### src/rtl/core_reset_pkg.sv
// Shared types and reset-value constants for the core reset sequencer.
package core_reset_pkg;

    typedef enum logic [1:0] {
        HOLD    = 2'd0,
        REL_VID = 2'd1,
        REL_AUD = 2'd2,
        RUN     = 2'd3
    } state_t;

    localparam logic        RST_ASSERTED = 1'b1;
    localparam logic [31:0] CFG_RESET    = 32'h0000_0000;
    localparam logic [7:0]  COUNT_RESET  = 8'd0;
    localparam logic [7:0]  COUNT_MAX    = 8'd255;

endpackage

### src/rtl/synch_3.sv
// Three-flop synchroniser for bringing asynchronous levels into the local clock domain.
module synch_3 #(
    parameter int WIDTH = 1
) (
    input  logic             i_clk,
    input  logic             i_rst_n,
    input  logic [WIDTH-1:0] i_d,
    output logic [WIDTH-1:0] o_q
);

    logic [WIDTH-1:0] r_s0;
    logic [WIDTH-1:0] r_s1;
    logic [WIDTH-1:0] r_s2;

    // NOTE: sequential state uses non-blocking assignments so every flop samples pre-edge values.
    always_ff @(posedge i_clk or negedge i_rst_n) begin
        if (!i_rst_n) begin
            r_s0 <= '0;
            r_s1 <= '0;
            r_s2 <= '0;
        end else begin
            r_s0 <= i_d;
            r_s1 <= r_s0;
            r_s2 <= r_s1;
        end
    end

    assign o_q = r_s2;

endmodule

### src/rtl/core_reset_seq.sv
// Staged reset sequencer: waits for stable DIP settings and PLL lock, then releases
// video, audio and CPU resets in turn and freezes the DIP snapshot for the game.
module core_reset_seq #(
    parameter int HOLD_CYCLES = 4096,
    parameter int STAGE_GAP   = 64
) (
    input  logic        clk_sync,
    input  logic        reset_n,
    input  logic        reset_sw,
    input  logic        pll_locked,
    input  logic [31:0] cfg_in,
    output logic [31:0] cfg_out,
    output logic        rst_video,
    output logic        rst_audio,
    output logic        rst_cpu,
    output logic        busy,
    output logic [7:0]  reset_count
);

    import core_reset_pkg::*;

    localparam int MAX_CYC = (HOLD_CYCLES > STAGE_GAP) ? HOLD_CYCLES : STAGE_GAP;
    localparam int CW      = (MAX_CYC > 1) ? $clog2(MAX_CYC) : 1;
    localparam logic [CW-1:0] HOLD_LAST = CW'(HOLD_CYCLES - 1);
    localparam logic [CW-1:0] GAP_LAST  = CW'(STAGE_GAP - 1);

    logic          w_lock_s;
    logic          w_abort;
    logic          w_cfg_chg;
    logic          w_seq_done;
    state_t        r_state;
    state_t        w_next_state;
    logic [CW-1:0] r_cnt;
    logic [CW-1:0] w_cnt_next;
    logic [31:0]   r_cfg_prev;
    logic          w_rst_video_d;
    logic          w_rst_audio_d;
    logic          w_rst_cpu_d;
    logic          w_busy_d;

    synch_3 #(.WIDTH(1)) u_lock_sync (
        .i_clk   (clk_sync),
        .i_rst_n (reset_n),
        .i_d     (pll_locked),
        .o_q     (w_lock_s)
    );

    assign w_abort   = reset_sw | ~w_lock_s;
    assign w_cfg_chg = (cfg_in != r_cfg_prev);

    always_ff @(posedge clk_sync or negedge reset_n) begin
        if (!reset_n) begin
            r_state <= HOLD;
            r_cnt   <= '0;
        end else begin
            r_state <= w_next_state;
            r_cnt   <= w_cnt_next;
        end
    end

    // NOTE: every combinational output gets a default first, so no path can infer a latch.
    always_comb begin
        w_next_state = r_state;
        w_cnt_next   = r_cnt;
        w_seq_done   = 1'b0;
        case (r_state)
            HOLD: begin
                if (w_abort || w_cfg_chg) begin
                    w_cnt_next = '0;
                end else if (r_cnt == HOLD_LAST) begin
                    w_cnt_next   = '0;
                    w_next_state = REL_VID;
                end else begin
                    w_cnt_next = r_cnt + CW'(1);
                end
            end
            REL_VID, REL_AUD: begin
                // Abort wins over a terminal count landing in the same cycle.
                if (w_abort) begin
                    w_cnt_next   = '0;
                    w_next_state = HOLD;
                end else if (r_cnt == GAP_LAST) begin
                    w_cnt_next = '0;
                    if (r_state == REL_VID) begin
                        w_next_state = REL_AUD;
                    end else begin
                        w_next_state = RUN;
                        w_seq_done   = 1'b1;
                    end
                end else begin
                    w_cnt_next = r_cnt + CW'(1);
                end
            end
            RUN: begin
                if (w_abort) begin
                    w_cnt_next   = '0;
                    w_next_state = HOLD;
                end
            end
            default: begin
                w_cnt_next   = '0;
                w_next_state = HOLD;
            end
        endcase
    end

    // Reset outputs decode the next state and are registered, so they never glitch.
    always_comb begin
        w_rst_video_d = (w_next_state == HOLD);
        w_rst_audio_d = (w_next_state == HOLD) || (w_next_state == REL_VID);
        w_rst_cpu_d   = (w_next_state != RUN);
        w_busy_d      = (w_next_state != RUN);
    end

    always_ff @(posedge clk_sync or negedge reset_n) begin
        if (!reset_n) begin
            r_cfg_prev  <= CFG_RESET;
            cfg_out     <= CFG_RESET;
            rst_video   <= RST_ASSERTED;
            rst_audio   <= RST_ASSERTED;
            rst_cpu     <= RST_ASSERTED;
            busy        <= 1'b1;
            reset_count <= COUNT_RESET;
        end else begin
            r_cfg_prev <= cfg_in;
            if (r_state == HOLD) begin
                cfg_out <= cfg_in;
            end
            rst_video <= w_rst_video_d;
            rst_audio <= w_rst_audio_d;
            rst_cpu   <= w_rst_cpu_d;
            busy      <= w_busy_d;
            if (w_seq_done && (reset_count != COUNT_MAX)) begin
                reset_count <= reset_count + 8'd1;
            end
        end
    end

endmodule

### config.mk
export PLATFORM = sky130hd
export DESIGN_NAME = core_reset_seq
export DESIGN_NICKNAME = d
export VERILOG_FILES = /design/src/rtl/core_reset_pkg.sv /design/src/rtl/synch_3.sv /design/src/rtl/core_reset_seq.sv
export SDC_FILE = /design/constraint.sdc
export NUM_CORES = 1
export LEC_CHECK = 0
export BUFFER_PORTS_ARGS = -buffer_cell sky130_fd_sc_hd__buf_2
export CORE_MARGIN = 3
export CORE_UTILIZATION = 45
export DETAILED_ROUTE_END_ITERATION = 7
export GPL_TIMING_DRIVEN = 0
export PLACE_DENSITY = 0.73
export SLEW_MARGIN = 0
export SYNTH_ARGS = -nofsm -noshare
export SYNTH_HDL_FRONTEND = slang
export SYNTH_SLANG_ARGS = --single-unit
### constraint.sdc
create_clock -name clk_sync -period 3.05 [get_ports clk_sync]
set_input_delay 0.1525 -clock clk_sync [delete_from_list [all_inputs] [get_ports clk_sync]]
set_output_delay 0.1525 -clock clk_sync [all_outputs]
set_load 0.1 [all_outputs]
==> impl.org <==
** Yosys
- The largest total area in the synthesized netlist belongs to sky130_fd_sc_hd__dfrtp_1.
- Library cell with the highest instance count after synthesis :: sky130_fd_sc_hd__dfrtp_1
- In the synthesized netlist the dominant register cell turns out to be sky130_fd_sc_hd__dfrtp_1.
- Dominant cells by area after synthesis :: sky130_fd_sc_hd__dfrtp_1 (58%), sky130_fd_sc_hd__mux2_2 (9.7%), sky130_fd_sc_hd__xor2_1 (4.8%), sky130_fd_sc_hd__xnor2_1 (4.3%), sky130_fd_sc_hd__nand2_1 (3.1%)
- Net count after synthesis :: 347
- The commonest cells after synthesis are sky130_fd_sc_hd__dfrtp_1 (89), sky130_fd_sc_hd__mux2_2 (33), sky130_fd_sc_hd__nand2_1 (32).
- Yosys cell types :: 38
- Ys async rst share :: 100.0%
- The mapped netlist covers 0.003840 mm^2.
- Number of synthesized register bits :: 92
- Post-synth EDFFs :: 0
- Count of mapped cells out of synthesis :: 305
- Fraction of the yosys area taken by sequential cells :: 60.05%
- Yosys synthesis warning count :: 0
- After synthesis, the mean cell area works out to 12.59 um^2.
- Summed over its instances, the top area cell type makes up 58.00% of the synthesized netlist area.

** Clock network
- The H-tree generated during clock tree synthesis spans 3 levels.
- The clock net in this run drives a total of 92 sinks.
- The clock passes through at most 2 buffers.
- Number of buffers added by the clock tree synthesis step :: 9
- In this run the clock root is driven by a sky130_fd_sc_hd__clkbuf_8.
- Count of buffers added by post-CTS timing repair for setup :: 0
- PostCTS Resize Cnt :: 0
- After clock tree synthesis, the clock-pin slew on the worst setup and hold paths is 0.09 ns.
- Later-pin clock latency in the skew report :: 0.36 ns
- CTS tree :: done

** Worst hold path
- In this run the worst hold path is classified as input pin to asynchronous set/reset pin.

** Drt
- Detailed-route wire length :: 8.165 mm
- Dividing the detail-routed wire length by the instance count gives 15.12 um.
- In the routed design, unresolved DRC markers number 0.
- Vias per cell :: 5.122
- Via count :: 2766
- The first routing iteration left 171 violations.
- The first detailed-routing pass ran for 4 iterations.
- Antenna Violating Nets Remaining :: 0

** Placed design
- Worst Setup Slack post-DPL :: 0.4358 ns
- Quantity of I/O buffers inserted on ports :: 79
- Count of placed standard cells including taps :: 490
- Routability cong. :: 0.8948
- Summed over all nets, the half-perimeter wirelength after detailed placement is 5.431 mm.
- Summing all placed instances gives a cell area of 0.004397 mm^2.

** Worst setup path
- Reg2Reg Setup Slack :: 0.43 ns
- Critical path capture point type :: flip-flop
- STA classifies the critical path startpoint as a flip-flop.
- Of all nets on the critical path, the largest fanout is 8.
- Data on the critical path arrives at its endpoint at 2.87 ns.
- STA puts the critical path data required time at 3.30 ns.
- Capturing point of the worst reg2reg path :: reset_count[1]$_DFFE_PN0P_
- In this run the critical register-to-register path is launched from r_cnt[8]$_DFFE_PN0P_.
- The worst setup path is of the flip-flop to flip-flop kind.
- FF-to-FF path depth :: 5

** Die
- The die is 98.38 um tall.
- For this design the top-level I/O count stands at 80.
- The floorplan has 33 rows.
- In this run the horizontal extent of the chip is 98.38 um.
- Effective utilization at floorplan :: 46.50%
- Die outline area :: 0.009678 mm^2
- Floorplan Core Area :: 0.008258 mm^2

** Final layout
- Final std cells w/o fill :: 540
- Compared with the post-synthesis result, the final layout area differs by 29.39%.
- Number of antenna repair diodes :: 0
- Multi-input logic area :: 0.001485 mm^2
- Cells fill 60.17% of the core in the end.
- The post-route netlist has 31.95% of its cells at a drive strength greater than 1.
- Filler instances :: 667
- Design Area, Final :: 0.004969 mm^2
- Registers take 0.002306 mm^2.
- Final #Nets :: 472

** STA
- Post-route worst setup slack :: 0.4277 ns
- In the final timing run, aggregate negative setup slack is 0 ns.
- The final hold violation count is 0.
- The number of pins exceeding their max-slew limit in the final report came to 0.
- Max-slew headroom at the worst pin :: 43.21%
- In the finished design, the share of the clock period the worst path needs comes to 85.98%.
- Setup violations remaining at the end of the flow were counted as 0.
- Timing-limited maximum frequency :: 0.3814 GHz
- For the final database, setup skew stands at 0.009188 ns.
- At the pin with the least slew margin, the transition time is 0.8448 ns.
- Hold is met by 0.2379 ns.
- The clock period could shrink to 2.622 ns.
- Setup repair after global routing left no endpoint under its margin.

** Status
- Status :: finished, final reports clean

** Global route
- The first global-routing pass estimated 14.01 mm of wire.
- Initial antenna violation count :: 0
- Total global-route track usage :: 18.10%
- Number of global-route vias before repair :: 2967
- Largest net degree at the start of global routing :: 69
- Summed over all layers, the global routing overflow is 0.

** Power and ir drop
- Power comes to 2.573 mW.
- Across the VDD grid, the largest voltage drop is 0.4384 mV.
- Power density over the cells :: 517.9 mW/mm^2
- The analysis attributes to cell leakage a power of 2.270 nW.

** Flow run
- The tool flagged a number of max-cap violations equal to 0.
-- routing by layer --
metal | vias up | wire, um | track usage, %
met5 | - | 0 | 0
met4 | 0 | 167 | 6.408
met3 | 15 | 518 | 6.143
met2 | 77 | 3934 | 29.95
met1 | 1341 | 3545 | 22.16
li1 | 1333 | - | -
-- worst max-delay path: stages, from the launching register on --
cell and delay [ns]:
sky130_fd_sc_hd__dfrtp_1 0.47, sky130_fd_sc_hd__or4_1 0.53, sky130_fd_sc_hd__or4_1 0.51, sky130_fd_sc_hd__or3_4 0.38, sky130_fd_sc_hd__a31oi_4 0.27, sky130_fd_sc_hd__mux2_2 0.37
-- power breakdown --
part | leakage [nW] | total [mW] | internal [mW] | switching, mW
combinational | 1.03 | 0.346 | 0.102 | 0.244
sequential | 1.12 | 1.29 | 1.26 | 0.0213
clock | 0.119 | 0.942 | 0.493 | 0.449
-- cell usage in the layout (no fill, tap or decap), types with 5 or more instances in the layout --
master                          netlist  layout
sky130_fd_sc_hd__nor2_1               7       7
sky130_fd_sc_hd__ha_1                 6       6
sky130_fd_sc_hd__o21ai_0              8       8
sky130_fd_sc_hd__o22ai_1              6       6
sky130_fd_sc_hd__nor4_1               8       8
sky130_fd_sc_hd__clkbuf_8             0      10
sky130_fd_sc_hd__clkbuf_1             5       5
sky130_fd_sc_hd__dlygate4sd3_1        0      34
sky130_fd_sc_hd__dfrtp_1             89      89
sky130_fd_sc_hd__and2_1               6       6
sky130_fd_sc_hd__xnor2_1             19      19
sky130_fd_sc_hd__nor3_1               7       7
sky130_fd_sc_hd__nand3_1              7       7
sky130_fd_sc_hd__mux2_2              33      33
sky130_fd_sc_hd__nand4_1             11      11
sky130_fd_sc_hd__nand2_1             32      32
sky130_fd_sc_hd__xor2_1              21      21
sky130_fd_sc_hd__buf_2                0      78
-- cells by family after synthesis --
group | after synthesis | share of synthesized area, %
flip-flops | 92 | 60.05
adder cells (fa/ha/maj) | 6 | 1.955
AND/OR/NAND/NOR | 95 | 13.10
XOR/XNOR | 40 | 9.124
multiplexers | 33 | 9.678
buffers and inverters | 12 | 1.271
AO/OA/AOI/OAI | 27 | 4.823
-- sequential cells by signal, summed over array words and instances, names as in the netlist --
register and count:
u_lock_sync.r_s1 1, u_lock_sync.r_s0 1, rst_video 1, r_state 2
u_lock_sync.o_q 1, r_cfg_prev 32, reset_count 8, rst_audio 1
r_cnt 12, cfg_out 32, busy 1
-- repair_timing --
action	CTS	global route
setup endpoints to repair	0	0
endpoints found under the hold margin	57	0
hold buffers	34	0
-- worst max-delay path by stage --
stage	endpoint	slack (ns)	from
final	reset_count[1]$_DFFE_PN0P_	0.43	r_cnt[8]$_DFFE_PN0P_
after global routing	r_cnt[0]$_DFFE_PN0P_	0.23	cfg_in[2]
after CTS	reset_count[1]$_DFFE_PN0P_	0.43	r_cnt[8]$_DFFE_PN0P_
after detailed placement	reset_count[1]$_DFFE_PN0P_	0.44	r_cnt[8]$_DFFE_PN0P_
after global placement	reset_count[1]$_DFFE_PN0P_	0.48	r_cnt[8]$_DFFE_PN0P_
after floorplan	reset_count[1]$_DFFE_PN0P_	0.63	r_cnt[9]$_DFFE_PN0P_
-- layout make-up --
cell class / instances / area share, %
clock inverter: 6 / 1.889
inverter: 3 / 0.2266
timing repair buffer: 114 / 15.41
sequential: 92 / 46.41
tap: 105 / 2.644
clock buffer: 10 / 2.770
multi-input combinational: 201 / 29.89
buffer: 9 / 0.7555
(Power assumes the default switching activity.)
